`config.mk`:
```
export PLATFORM = sky130hd
export DESIGN_NAME = multicycle_control_unit
export DESIGN_NICKNAME = d
export VERILOG_FILES = /design/src/rtl/multicycle_control_unit.sv
export SDC_FILE = /design/constraint.sdc
export NUM_CORES = 1
export LEC_CHECK = 0
export ABC_AREA = 0
export CAP_MARGIN = 20
export CORE_MARGIN = 1.5
export CORE_UTILIZATION = 45
export CTS_CLUSTER_SIZE = 12
export DETAILED_ROUTE_END_ITERATION = 10
export PLACE_DENSITY = 0.78
export REMOVE_ABC_BUFFERS = 1
export SLEW_MARGIN = 20
export SYNTH_ARGS = -nofsm -noshare
export SYNTH_HDL_FRONTEND = slang
export SYNTH_SLANG_ARGS = --single-unit
```
`constraint.sdc`:
```
create_clock -name clock -period 2.7 [get_ports clock]
set_input_delay 0.81 -clock clock [delete_from_list [all_inputs] [get_ports clock]]
set_output_delay 0.81 -clock clock [all_outputs]
set_load 0.01 [all_outputs]
```
`src/rtl/multicycle_control_unit.sv`:
```
// Multicycle control unit: steps each instruction through FETCH/DECODE/EXEC and adds the IN
// handshake, a programmable delay and interrupt entry/exit, decoding datapath flags from state.
module multicycle_control_unit #(
  parameter int OPCODE_W     = 6,
  parameter int DELAY_W      = 16,
  parameter int DELAY_CYCLES = 1000
) (
  input  logic                clock,
  input  logic                reset,
  input  logic                interruption,
  input  logic                flagJB,
  input  logic [OPCODE_W-1:0] opcode,
  input  logic                in_valid,
  output logic                flagDM,
  output logic                flagJR,
  output logic                flagLSR,
  output logic                flagRF,
  output logic                flagOUT,
  output logic [1:0]          flagPC,
  output logic [1:0]          flagBQ,
  output logic [2:0]          flagMuxRF,
  output logic                LED,
  output logic                instr_done,
  output logic                irq_ack,
  output logic                illegal_op,
  output logic [2:0]          state_o
);

  typedef enum logic [2:0] {
    S_FETCH   = 3'd0,
    S_DECODE  = 3'd1,
    S_EXEC    = 3'd2,
    S_WAIT_IN = 3'd3,
    S_DELAY   = 3'd4,
    S_HALT    = 3'd5,
    S_IRQ     = 3'd6
  } stateT;

  localparam logic [OPCODE_W-1:0] OP_ALU    = OPCODE_W'(0);
  localparam logic [OPCODE_W-1:0] OP_LW     = OPCODE_W'(1);
  localparam logic [OPCODE_W-1:0] OP_LI     = OPCODE_W'(2);
  localparam logic [OPCODE_W-1:0] OP_LR     = OPCODE_W'(3);
  localparam logic [OPCODE_W-1:0] OP_SW     = OPCODE_W'(4);
  localparam logic [OPCODE_W-1:0] OP_SR     = OPCODE_W'(5);
  localparam logic [OPCODE_W-1:0] OP_BEQ    = OPCODE_W'(6);
  localparam logic [OPCODE_W-1:0] OP_BNQ    = OPCODE_W'(7);
  localparam logic [OPCODE_W-1:0] OP_JMP    = OPCODE_W'(8);
  localparam logic [OPCODE_W-1:0] OP_JR     = OPCODE_W'(9);
  localparam logic [OPCODE_W-1:0] OP_NOP    = OPCODE_W'(10);
  localparam logic [OPCODE_W-1:0] OP_HLT    = OPCODE_W'(11);
  localparam logic [OPCODE_W-1:0] OP_IN     = OPCODE_W'(12);
  localparam logic [OPCODE_W-1:0] OP_OUT    = OPCODE_W'(13);
  localparam logic [OPCODE_W-1:0] OP_DLY    = OPCODE_W'(14);
  localparam logic [OPCODE_W-1:0] OP_DLYN   = OPCODE_W'(15);
  localparam logic [OPCODE_W-1:0] OP_LIMIT  = OPCODE_W'(16);
  localparam logic [DELAY_W-1:0]  DELAY_LOAD = DELAY_W'(DELAY_CYCLES - 1);

  stateT               r_state;
  logic [OPCODE_W-1:0] r_opcodeQ;
  logic [DELAY_W-1:0]  r_count;
  logic                r_illegalOp;
  logic                w_delayDone;

  assign w_delayDone = (r_count == '0);

  // A finishing delay commits even if an interrupt arrives in that same cycle.
  always_ff @(posedge clock) begin
    if (reset) begin
      r_state     <= S_FETCH;
      r_opcodeQ   <= '0;
      r_count     <= '0;
      r_illegalOp <= 1'b0;
    end else begin
      case (r_state)
        S_FETCH: r_state <= S_DECODE;
        S_DECODE: begin
          r_opcodeQ <= opcode;
          if (interruption) begin
            r_state <= S_IRQ;
          end else if (opcode >= OP_LIMIT) begin
            r_illegalOp <= 1'b1;
            r_state     <= S_HALT;
          end else if (opcode == OP_IN) begin
            r_state <= S_WAIT_IN;
          end else if (opcode == OP_DLY || opcode == OP_DLYN) begin
            r_count <= DELAY_LOAD;
            r_state <= S_DELAY;
          end else if (opcode == OP_HLT) begin
            r_state <= S_HALT;
          end else begin
            r_state <= S_EXEC;
          end
        end
        S_EXEC: r_state <= S_FETCH;
        S_WAIT_IN: begin
          if (in_valid)          r_state <= S_FETCH;
          else if (interruption) r_state <= S_IRQ;
        end
        S_DELAY: begin
          if (w_delayDone) begin
            r_state <= S_FETCH;
          end else if (interruption) begin
            r_count <= '0;
            r_state <= S_IRQ;
          end else begin
            r_count <= r_count - 1'b1;
          end
        end
        S_HALT:  if (interruption)  r_state <= S_IRQ;
        S_IRQ:   if (!interruption) r_state <= S_FETCH;
        default: r_state <= S_FETCH;
      endcase
    end
  end

  // Flags are suppressed during reset so an aborted instruction never drives the datapath.
  always_comb begin
    flagDM     = 1'b0;
    flagJR     = 1'b0;
    flagLSR    = 1'b0;
    flagRF     = 1'b0;
    flagOUT    = 1'b0;
    flagPC     = 2'd0;
    flagBQ     = 2'd0;
    flagMuxRF  = 3'd0;
    LED        = 1'b0;
    instr_done = 1'b0;
    irq_ack    = 1'b0;
    illegal_op = r_illegalOp;
    state_o    = r_state;
    if (!reset) begin
      case (r_state)
        S_EXEC: begin
          instr_done = 1'b1;
          case (r_opcodeQ)
            OP_ALU: begin flagRF = 1'b1; flagPC = 2'd1; flagMuxRF = 3'd1; end
            OP_LW:  begin flagRF = 1'b1; flagPC = 2'd1; flagMuxRF = 3'd2; end
            OP_LI:  begin flagRF = 1'b1; flagPC = 2'd1; flagMuxRF = 3'd4; end
            OP_LR:  begin flagLSR = 1'b1; flagRF = 1'b1; flagPC = 2'd1; flagMuxRF = 3'd2; end
            OP_SW:  begin flagDM = 1'b1; flagPC = 2'd1; end
            OP_SR:  begin flagDM = 1'b1; flagLSR = 1'b1; flagPC = 2'd1; end
            OP_BEQ: begin flagBQ = 2'd1; flagPC = flagJB ? 2'd2 : 2'd1; end
            OP_BNQ: begin flagBQ = 2'd2; flagPC = flagJB ? 2'd2 : 2'd1; end
            OP_JMP: flagPC = 2'd2;
            OP_JR:  begin flagJR = 1'b1; flagPC = 2'd2; end
            OP_NOP: flagPC = 2'd1;
            OP_OUT: begin flagOUT = 1'b1; flagPC = 2'd1; end
            default: ;
          endcase
        end
        S_WAIT_IN: begin
          LED     = 1'b1;
          flagOUT = 1'b1;
          if (in_valid) begin
            flagRF     = 1'b1;
            flagMuxRF  = 3'd3;
            flagPC     = 2'd1;
            instr_done = 1'b1;
          end
        end
        S_DELAY: begin
          flagOUT = (r_opcodeQ == OP_DLY);
          if (w_delayDone) begin
            flagPC     = 2'd3;
            instr_done = 1'b1;
          end
        end
        S_HALT:  flagOUT = 1'b1;
        S_IRQ:   irq_ack = 1'b1;
        default: ;
      endcase
    end
  end

endmodule

```
After elaboration in Yosys (flattened, before gate mapping)

Index checks and enable logic that the tools add are counted.

Add/subtract/negate cells: 1
$mul: 0
Div/mod/pow operators: 0
Order comparisons: 1
Eq/ne operators: 28
Shifts and indexed selects: 0
Multiplexer cells: 53
Bitwise operators: 1
Reduce and logical (&&, ||, !) cells: 15

Operators by type and width:

| kind                  | number |
|---|---|
| $mux 16               | 6 |
| $eq 6x4->1 const B    | 9 |
| $pmux 16 s2           | 1 |
| $mux 3                | 10 |
| $eq 6x3->1 const B    | 4 |
| $mux 1                | 21 |
| $pmux 3 s6            | 1 |
| $logic_not 16->1      | 1 |
| $sub 16x1->16 const B | 1 |
| $eq 6x2->1 const B    | 2 |
| $mux 2                | 6 |
| $ne 2x2->1 const B    | 6 |
| $pmux 2 s3            | 2 |
| $reduce_or 2->1       | 6 |
| $eq 3x3->1 const B    | 3 |
| $pmux 3 s3            | 1 |
| $reduce_or 8->1       | 1 |
| $eq 3x2->1 const B    | 2 |
| $eq 6x1->1 const B    | 1 |
| $ge 6x5->1 const B    | 1 |
| $logic_not 6->1       | 1 |
| $pmux 1 s3            | 2 |
| $pmux 3 s2            | 1 |
| $reduce_and 6->1      | 1 |
| 9 further kinds       | 9 |

Register bits after elaboration: 26
Latch bits: 0
RAM bits: 0
ROM bits: 0
Input port bits: 11
Output and inout bits: 19
Word-level logic and storage cells: 103
Memories: 0

Longest topological paths before layout

Gate-level depths: netlist of run 1.

Depth in word-level cells: 7
Mapped depth: 7
Mapped depth without buffers: 7

Worst setup path after synthesis of run 1

Ideal clock, no wire load.

Path type: input port to output port
Start: in reset
End: out flagMuxRF[0]
Data arrival time: 2.095 ns
Data required time: 1.890 ns
Setup slack: -0.205 ns
Cell stages on the path: 5
Path buffers: 1
Path through: clkbuf_8 -> nand2b_1 -> nand2b_1 -> or3_1 -> o41ai_1

Longest elaborated chain between the ends: 1

Ends and longest elaborated chain:

| item            | RTL line | text |
|---|---|---|
| start, declared | 9        | `input logic reset,` |
| $mux 3          | 131      | `if (!reset) begin` |
| end, declared   | 21       | `output logic [2:0] flagMuxRF,` |

Every way passes these cells.

Final worst setup path of run 1

Same ends and word-level chain as after synthesis.

==> results of run 1 <==
[repair_timing]
item                       4_1_cts  5_1_grt
pin swaps                        4        8
gates resized for setup         63       23
setup endpoints to repair       15       12
buffers inserted                 0        4
hold endpoints to repair         0        0
[cells by family (layout without fill, tap and decap cells)]
family / Yosys count / after routing / synth area share
compound gates: 79 / 79 / 0.2789
xor+xnor: 1 / 1 / 0.004705
fa+ha+maj: 2 / 2 / 0.01344
buf+inv: 25 / 81 / 0.07729
flops: 26 / 26 / 0.2796
mux: 6 / 6 / 0.03226
simple gates: 106 / 106 / 0.3138
[path summary, 6_finish.rpt]
kind,startpoint,cells past startpoint,end
max reg2reg,state_o[1]$_SDFFE_PP0P_,7,r_count[12]$_SDFFE_PP0P_
min,r_count[15]$_SDFFE_PP0P_,2,r_count[15]$_SDFFE_PP0P_
min reg2reg,r_count[15]$_SDFFE_PP0P_,2,r_count[15]$_SDFFE_PP0P_
max,reset,6,flagMuxRF[0]
[worst max-delay path, cell delays in order]
cell	delay (ns)
buf_6	0.09
nand2b_4	0.13
nand2b_4	0.14
or3_4	0.34
o41ai_2	0.21
buf_2	0.18
[flip-flops by register name, indices dropped and copies added (netlist names)]
name        count
r_opcodeQ       6
illegal_op      1
r_count        16
state_o         3
[per-stage QoR]
step	setup slack [ns]	TNS (ns)
2_1_floorplan	-0.07804	-0.07804
3_3_place_gp	-0.7897	-8.820
3_5_place_dp	-0.8546	-9.258
4_1_cts	-0.008201	-0.008201
5_1_grt	-0.06117	-0.2313
6_report	-0.01304	-0.01304
[layout by cell type (no fill, tap or decap), drive strengths merged, types with 2 or more instances in the layout]
cell type,n
buf,51
nor2,35
dfxtp,26
o21ai,26
a21oi,24
nand2,13
clkdlybuf4s50,12
nand2b,11
nor3,9
inv,8
nor4,8
clkbuf,7
mux2i,6
nand3,4
o32ai,4
or3,4
a211oi,4
nand4,3
a31oi,3
nor3b,3
or4,3
or2,2
nand3b,2
and3,2
o21a,2
ha,2
dlygate4sd2,2
o31ai,2
or3b,2
[area by class of cell]
cell class / count / area [µm²]
flip-flops and latches: 26 / 523.0
inverters: 8 / 30.03
clock buffers: 3 / 41.29
repair buffers: 70 / 554.3
multi-input cells: 194 / 1292
well taps: 50 / 62.56
fillers: 344 / 1496
[metal layers]
layer | part of all wire | global-route usage | vias to the layer above
met2 | 0.51 | 0.4109 | 54
met5 | 0 | 0 | -
met4 | 0.0080 | 0.06122 | 0
met3 | 0.038 | 0.04833 | 6
li1 | - | - | 1011
met1 | 0.45 | 0.3316 | 967
[power by group]
part / switching, µW / internal [µW]
Combinational: 195 / 170
Sequential: 26.2 / 404
Clock: 127 / 100
==> metrics.yaml, run 1 <==
route:
  drt_wl_total_mm: 5.253
  drcViolationCount: 0
  vias: 2038
  antenna_left: 0
  first_pass_iters: 4
  initialDrtViolationCount: 154
  detail_route.wl_per_cell_um: 14.97
  viasPerCell: 5.806
global_routing:
  grt_max_degree: 23
  grtUsageTotal: 0.2483
  grt_pass1_vias: 1898
  grt_pass1_wl_mm: 8.742
  grt_overflow: 0
  antenna_found_initial: 0
clock_tree:
  clk_latency_ns: 0.28
  cts_tree: "built"
  cts_made_buffers: 3
  ctsHtreeMaxLevel: 1
  cts.sinks: 26
  cts_buffer_depth: 2
  path_clk_slew_ns: 0.09
  root_buffer: "clkbuf_8"
  cts_hold_buf: 0
finish:
  fin_cells: 351
  syn2layout_area_growth_pct: 34.48
  drive_gt1_frac: 0.3189
  postLayoutCellArea_um2: 2504
  diodes: 0
  fin_nets: 316
  finalCoreUtilization: 0.6259
pwr:
  vdd_ir_drop_max_mv: 0.2895
  p_total_uw: 1022
  p_leak_uw: 0.001024
  p_per_area_nw_per_um2: 408.2
sta:
  min_period_over_period: 1.005
  rsz0062_at_grt: "yes"
  maxSlewHeadroom: 0.5190
  report.final.hold_viol_count: 0
  setup_slack_ns: -0.01304
  fin_crit_ns: 2.713
  worstMarginPinSlew_ns: 0.7189
  max_freq_mhz: 368.6
  drv_slew: 0
  fin_skew_ns: 0.008896
  finalSetupViolations: 1
  timing.hold.ws_ns: 0.4902
critical_path:
  worstPathArrival_ns: 1.90
  startpoint_type: "primary input"
  end_kind: "output pin"
  crit_fanout: 2
  crit_required_ns: 1.89
  r2r_slack_ns: 0.40
  crit_type: "primary input to output pin"
synth:
  synth_most_common_cell: "nor2_1"
  synth_area_um2: 1862
  ys_types: 59
  synth-warning-count: 0
  synth_largest_area_cell: "dfxtp_1"
  netlist_top_cells_count: "nor2_1, dfxtp_1, a21oi_1"
  yosys_register_bits: 26
  ys_seq_area_frac: 0.2796
  avgSynthCellArea_um2: 7.599
  synth_area_leaders: "dfxtp_1, nor2_1, a21oi_1, o21ai_0, nand2b_1"
  ys_async_sr_fraction: 0
  ys.flop_type: "dfxtp_1"
  netlist_instances: 245
  netlist.area_leader.share: 0.2796
  synth_edf_count: 0
floorplanning:
  fp-row-count: 23
  boundaryPins: 30
  fp.dieH_um: 67.32
  dieArea_um2: 4532
  core-area_um2: 4000
  start_util: 0.4654
  die_width_um: 67.32
status:
  violations: "negative setup slack"
  status: "finished with violations"
placed_design:
  gp_congestion: 0.8552
  port_buffers: 29
  hpwl_mm: 3.782
  dp_cells: 344
  placed_cell_area_um2: 2391
hold_path:
  hold_class: "register to register"
job:
  max_cap_violations: 0
(Power assumes the default switching activity.)
==> run 2: changes to the inputs <==
Settings changed: GPL_ROUTABILITY_DRIVEN set to 0.
==> results of run 2 <==
The final DEF is identical to that of run 1; final timing and power are the same.
==> run 3: changes to the inputs <==
Settings changed: CAP_MARGIN 20 to 5.
==> results of run 3 <==
The final DEF is identical to that of run 1; final timing and power are the same.
